===== src/rtl/serial_sub.sv =====
// Bit-serial subtractor: computes a - b - bin one bit per clock, LSB first,
// reusing a single full-subtractor cell with a registered borrow feedback.
// A start request loads the operands. WIDTH edges later a done pulse
// announces the updated diff/borrow_out, which then hold until the next result.

// Single-bit full subtractor: diff = a ^ b ^ bin, borrow = ~a&b | b&bin | ~a&bin.
module full_sub_cell (
  input  logic a_i,
  input  logic b_i,
  input  logic bin_i,
  output logic diff_o,
  output logic borrow_o
);
  assign diff_o   = a_i ^ b_i ^ bin_i;
  assign borrow_o = (~a_i & b_i) | (b_i & bin_i) | (~a_i & bin_i);
endmodule

module serial_sub #(
  parameter int WIDTH = 8
) (
  input  logic             clk,
  input  logic             rst,
  input  logic             start,
  input  logic [WIDTH-1:0] a,
  input  logic [WIDTH-1:0] b,
  input  logic             bin,
  output logic             busy,
  output logic             done,
  output logic [WIDTH-1:0] diff,
  output logic             borrow_out
);

  // Counter only has to reach WIDTH-1; keep at least one bit for WIDTH=1.
  localparam int CNT_W = (WIDTH > 1) ? $clog2(WIDTH) : 1;
  localparam logic [CNT_W-1:0] LAST = CNT_W'(WIDTH - 1);

  typedef enum logic {
    IDLE = 1'b0,
    RUN  = 1'b1
  } state_t;

  state_t           state_q, state_d;
  logic [WIDTH-1:0] a_q, a_d;
  logic [WIDTH-1:0] b_q, b_d;
  logic             br_q, br_d;
  logic [CNT_W-1:0] cnt_q, cnt_d;
  logic [WIDTH-1:0] res_q, res_d;
  logic [WIDTH-1:0] diff_q, diff_d;
  logic             bout_q, bout_d;
  logic             busy_q, busy_d;
  logic             done_q, done_d;

  logic             bit_diff;
  logic             bit_borrow;
  logic [WIDTH-1:0] res_shift;

  // The one shared cell operates on the current LSBs and the borrow flop.
  full_sub_cell u_cell (
    .a_i     (a_q[0]),
    .b_i     (b_q[0]),
    .bin_i   (br_q),
    .diff_o  (bit_diff),
    .borrow_o(bit_borrow)
  );

  // Working result with this cycle's difference bit entering at the MSB.
  always_comb begin
    res_shift            = res_q >> 1;
    res_shift[WIDTH-1]   = bit_diff;
  end

  // Next-state and datapath control for the IDLE/RUN sequencer.
  always_comb begin
    // NOTE: every variable gets a default first so no path can leave one
    // unassigned, which would otherwise infer a latch.
    state_d = state_q;
    a_d     = a_q;
    b_d     = b_q;
    br_d    = br_q;
    cnt_d   = cnt_q;
    res_d   = res_q;
    diff_d  = diff_q;
    bout_d  = bout_q;
    busy_d  = busy_q;
    done_d  = 1'b0;

    unique case (state_q)
      IDLE: begin
        if (start) begin
          a_d     = a;
          b_d     = b;
          br_d    = bin;
          cnt_d   = '0;
          busy_d  = 1'b1;
          state_d = RUN;
        end
      end
      RUN: begin
        a_d   = a_q >> 1;
        b_d   = b_q >> 1;
        br_d  = bit_borrow;
        res_d = res_shift;
        cnt_d = cnt_q + CNT_W'(1);
        if (cnt_q == LAST) begin
          diff_d  = res_shift;
          bout_d  = bit_borrow;
          done_d  = 1'b1;
          busy_d  = 1'b0;
          cnt_d   = '0;
          state_d = IDLE;
        end
      end
      default: state_d = IDLE;
    endcase
  end

  // State and datapath registers with synchronous reset.
  always_ff @(posedge clk) begin
    // NOTE: the operand/result shift registers are cleared on reset too, so
    // an aborted operation leaves no stale bits behind.
    if (rst) begin
      state_q <= IDLE;
      a_q     <= '0;
      b_q     <= '0;
      br_q    <= 1'b0;
      cnt_q   <= '0;
      res_q   <= '0;
      diff_q  <= '0;
      bout_q  <= 1'b0;
      busy_q  <= 1'b0;
      done_q  <= 1'b0;
    end else begin
      // NOTE: non-blocking assignments so every register samples the values
      // from before this edge, independent of statement order.
      state_q <= state_d;
      a_q     <= a_d;
      b_q     <= b_d;
      br_q    <= br_d;
      cnt_q   <= cnt_d;
      res_q   <= res_d;
      diff_q  <= diff_d;
      bout_q  <= bout_d;
      busy_q  <= busy_d;
      done_q  <= done_d;
    end
  end

  assign busy       = busy_q;
  assign done       = done_q;
  assign diff       = diff_q;
  assign borrow_out = bout_q;

endmodule


===== config.mk =====
export PLATFORM = sky130hd
export DESIGN_NAME = serial_sub
export DESIGN_NICKNAME = d
export VERILOG_FILES = /design/src/rtl/serial_sub.sv
export SDC_FILE = /design/constraint.sdc
export NUM_CORES = 1
export LEC_CHECK = 0
export CORE_MARGIN = 3
export CORE_UTILIZATION = 35
export CTS_CLUSTER_DIAMETER = 200
export CTS_CLUSTER_SIZE = 12
export DETAILED_ROUTE_END_ITERATION = 10
export PLACE_DENSITY = 0.7
export SETUP_SLACK_MARGIN = 0.3
export SKIP_CTS_REPAIR_TIMING = 1
export SLEW_MARGIN = 25
export SYNTH_ARGS = -nofsm -noshare
export SYNTH_HDL_FRONTEND = slang
export SYNTH_SLANG_ARGS = --single-unit
export TNS_END_PERCENT = 30

===== constraint.sdc =====
create_clock -name clk -period 1.2 [get_ports clk]
set_input_delay 0.24 -clock clk [delete_from_list [all_inputs] [get_ports clk]]
set_output_delay 0.24 -clock clk [all_outputs]
set_load 0.05 [all_outputs]

-- Yosys cells after proc, flatten, opt, wreduce, memory -nomap -nowiden
Cells that the tools add are included.
- add/sub/neg operators: 1
- eq/ne operators: 3
- muxes and demuxes: 16
- bitwise gates (word level): 9
- reductions and logical operators: 3
- operator list (kind ; count):
    $pmux W8 S2 ; 2
    $mux W8 ; 2
    $mux W1 ; 6
    $mux W3 ; 2
    $pmux W1 S2 ; 3
    $pmux W3 S2 ; 1
    $reduce_and A2 Y1 ; 2
    $add A3 B1 Y3 const B ; 1
    $and A1 B1 Y1 ; 3
    $eq A3 B3 Y1 const B ; 1
    $ne A2 B1 Y1 const B ; 1
    $ne A2 B2 Y1 const B ; 1
    $not A1 Y1 ; 2
    $or A1 B1 Y1 ; 2
    $reduce_or A2 Y1 ; 1
    $xor A1 B1 Y1 ; 2
- flip-flop bits (word level): 40
- output and inout bits: 11
- word-level logic and storage cells: 42

-- Logic depth before layout (Yosys ltp)
- depth in word-level cells: 5
- gate-level depth with buffers: 6

-- Hierarchy
From an unflattened synthesis, not the netlist that was laid out.
- cell total of the unflattened synthesis: 167
- area, all modules: 1745.4 um^2
- by module, submodules not included (module ; times used ; cells each ; area an instance (um^2) ; seq. area each (um^2)):
    serial_sub ; 1 ; 164 ; 1717.9 ; 780.7
    full_sub_cell ; 1 ; 3 ; 27.5 ; 0.0

-- Least setup slack after synthesis
OpenSTA, ideal clock, no wires.
- path type: register -> register
- from: reg cnt_q[0]
- to: reg diff_q[7], in the netlist diff[7]
- library setup time: 0.091 ns
- data arrival time: 1.206 ns
- slack: -0.097 ns
- cell stages (with the launch flop): 6
- period minus slack after synthesis: 1.297 ns
- cell sequence: dfxtp_1 ha_1 ha_1 buf_2 buf_2 a311oi_1
- word-level cells in the longest chain between the ends: 2
- RTL lines (element ; RTL line ; RTL):
    from (decl) ; 46 ; logic [CNT_W-1:0] cnt_q, cnt_d;
    from (signal assigned) ; 139 ; cnt_q <= cnt_d;
    $eq A3 B3 Y1 ; 104 ; if (cnt_q == LAST) begin
    $reduce_and A2 Y1 (no line) ; -- ;
    to (signal assigned) ; 141 ; diff_q <= diff_d;
    to (decl) ; 48 ; logic [WIDTH-1:0] diff_q, diff_d;
No other way between the ends.
A chain may end at the register's enable or synchronous reset.

-- Worst setup path after layout
Same ends and word-level chain as after synthesis.

==> qor.yml <==
worst_pin_slew_ns: 0.246
grt_pass1_wl_um: 5600
violations: "setup timing"
critPathMaxFanout: 10
synth.distinct_cells: 23
grt_max_degree: 25
post-route-min-period_ns: 1.24
netlist_area_sq_um: 1740
place_area_sq_um: 2280
routed_wirelength_um: 4090
core_sq_um: 4750
post_drt_via_cell_ratio: 5.05
n_fill_cell: 407
io_buffers: 30
dr_total_vias: 1395
yosysWarnings: 0
ant_nets: 0
power.density_nw_per_um2: 1060
yosysSeqAreaShare_pct: 44.8
cpMostUsedCell: "ha_4"
hold_viol: 0
avgSynthCellArea_sq_um: 10.6
syn_nets: 189
regArea_sq_um: 797
yosys.area.top_type: "dfxtp_1"
crit_slowest_cell: "dfxtp_2"
start_util_pct: 36.7
period_share_pct: 104
dpl_worst_slack_ns: -0.264
synth_ff_type: "dfxtp_1"
end_kind: "flip-flop"
path_clk_slew_ns: 0.08
startpoint_type: "flip-flop"
finalNonFillerCells: 276
whs_endpoint: "b_q[5]$_SDFFE_PP0P_"
rows: 25
rrSetupSlack_ns: -0.04
cts_buffers: 5
use_met2_pct: 17.8
ctsHtreeMaxLevel: 2
cap_violations: 0
synthCells: 165
fmax_mhz: 805
setup_viol: 8
yosys-top-cells-area: "dfxtp_1 45%, mux2i_1 13%, a211oi_2 6.5%, nor2b_1 5.4%, a21bo_2 4.6%"
synth_common_cells: "39 x dfxtp_1, 23 x mux2i_1, 15 x nor2b_1"
rr_startpoint: "cnt_q[0]$_SDFFE_PP0P_"
clock-sinks: 39
drt_drc_violations_left: 0
dp_hpwl_um: 2150
critPathKind: "reg2reg"
clk-insertion-delay-late_ns: 0.29
min_delay_path_depth: 3
cts_max_path_buffers: 2
grt_pass1_vias: 1254
finalCoreUtilization_pct: 57.6
yosysMostFrequentCell: "dfxtp_1"
final_max_slew_viol_count: 0
ff2ff_path_depth: 5
drive_gt1_share_pct: 45.0
setup_ws_ns: -0.0426
path_delay_family: "flip-flops"
drt_iter0_drc: 24
min_from: "rst"
cts_tree: "done"
dieArea_sq_um: 5860
ios: 31
grt_util_met1_pct: 15.2
max_stage_delay_ns: 0.36
dp_cells: 256
die_y_um: 76.6
multi_input_area_sq_um: 1010
wl_per_cell_um: 14.8
outcome: "finished with violations"
path_cells: "ha_4 -> ha_4 -> buf_12 -> a21oi_2 -> a311oi_1"
postLayoutCellArea_sq_um: 2740
antenna_found_initial: 0
critPathBufInv: 1
leakage_uw: 0.00105
relSlewSlack_pct: 83.5
diodes: 0
clock-root-buffer: "clkbuf_8"
crit_cells: 5
critPathRequiredTime_ns: 1.39
synth_edf_count: 0
finalClockSkew_ns: 0.00622
yosysTopAreaCellShare_pct: 44.8
grt_usage_pct: 11.7
rsz0062_at_grt: "yes"
gp_congestion: 0.703
num-nets-final: 232
rr_endpoint: "diff[7]$_SDFFE_PP0P_"
first_pass_iters: 4
synth-seq-cells: 39
hp-class: "in2reg"
critPathArrivalTime_ns: 1.43
die_x_um: 76.6
vdd_drop_max_mv: 0.764
grt_use_met3_pct: 3.66
ys_async_sr_fraction_pct: 0
syn_to_final_growth_pct: 57.2
overflow: 0
total_power_uw: 2920
grt-busiest-layer: "met2"
-- kinds of logic (layout without fill, tap and decap cells) --
logic type	after synthesis	in the layout	share of synthesized area, %
AOI/OAI and AO/OA	40	40	19.4
adders and majority gates	4	4	3.30
buffers and inverters	17	61	6.10
DFF	39	39	44.8
muxes	23	23	13.2
and+or+nand+nor	42	42	13.2
-- flip-flops by register name, indices dropped and copies added, names as in the netlist --
name,count
a_q,8
b_q,8
borrow_out,1
br_q,1
busy,1
cnt_q,3
diff,8
done,1
res_q,7
state_q,1
-- per-stage QoR --
step / hold slack [ns] / setup TNS (ns)
finish: 0.423 / -0.111
global route: 0.447 / -0.492
CTS: 0.500 / -0.0665
detailed placement: 0.491 / -4.35
global placement: 0.481 / -4.14
floorplan: 0.414 / 0
-- metal layers --
metal,up-vias,wire [um]
li1,670,-
met1,693,1770
met2,27,2070
met3,5,192
met4,0,56
met5,-,0
-- worst register-to-register path, stage by stage, from the launching register on --
cell and delay (ns):
dfxtp_2 0.36, ha_4 0.16, ha_4 0.15, buf_12 0.13, a21oi_2 0.06, a311oi_1 0.27
-- cell type report --
| type | count | share of cell area [%] |
|---|---|---|
| clock inverters | 1 | 0.274 |
| inverters | 2 | 0.411 |
| multi-input cells | 109 | 36.8 |
| flip-flops and latches | 39 | 29.1 |
| clock buffers | 7 | 3.52 |
| well taps | 67 | 3.06 |
| repair buffers | 51 | 26.9 |
-- placed cells by master, fill, tap and decap left out, types with 2 or more instances in the layout --
cell type | synthesis | routed
dfxtp_1 | 39 | 30
mux2i_1 | 23 | 23
clkdlybuf4s50_1 | 0 | 17
buf_12 | 0 | 17
a211oi_2 | 9 | 15
nor2b_1 | 15 | 14
a21oi_2 | 1 | 11
nor2_1 | 9 | 9
nand3_1 | 8 | 8
dfxtp_2 | 0 | 7
clkbuf_8 | 0 | 7
buf_4 | 3 | 6
a21bo_2 | 8 | 5
buf_6 | 3 | 5
clkbuf_16 | 0 | 4
a21bo_4 | 0 | 3
or3b_1 | 4 | 3
ha_4 | 0 | 3
clkinvlp_4 | 0 | 2
nand2_1 | 3 | 2
a21oi_1 | 12 | 2
a211oi_1 | 8 | 2
dfxtp_4 | 0 | 2
dlymetal6s2s_1 | 0 | 2
-- where the power goes --
part	leakage (uW)	internal (uW)	switching (uW)
clock	0.0000505	523	476
sequential	0.000323	1360	49.5
combinational	0.000673	292	218
-- worst max-delay path by stage --
stage	start	endpoint
2_1_floorplan	cnt_q[0]$_SDFFE_PP0P_	diff[7]$_SDFFE_PP0P_
3_3_place_gp	start	cnt_q[0]$_SDFFE_PP0P_
3_5_place_dp	start	cnt_q[0]$_SDFFE_PP0P_
4_1_cts	a_q[0]$_SDFFE_PP0P_	diff[7]$_SDFFE_PP0P_
5_1_grt	cnt_q[0]$_SDFFE_PP0P_	diff[7]$_SDFFE_PP0P_
6_report	cnt_q[0]$_SDFFE_PP0P_	diff[7]$_SDFFE_PP0P_
(Power assumes the default switching activity.)
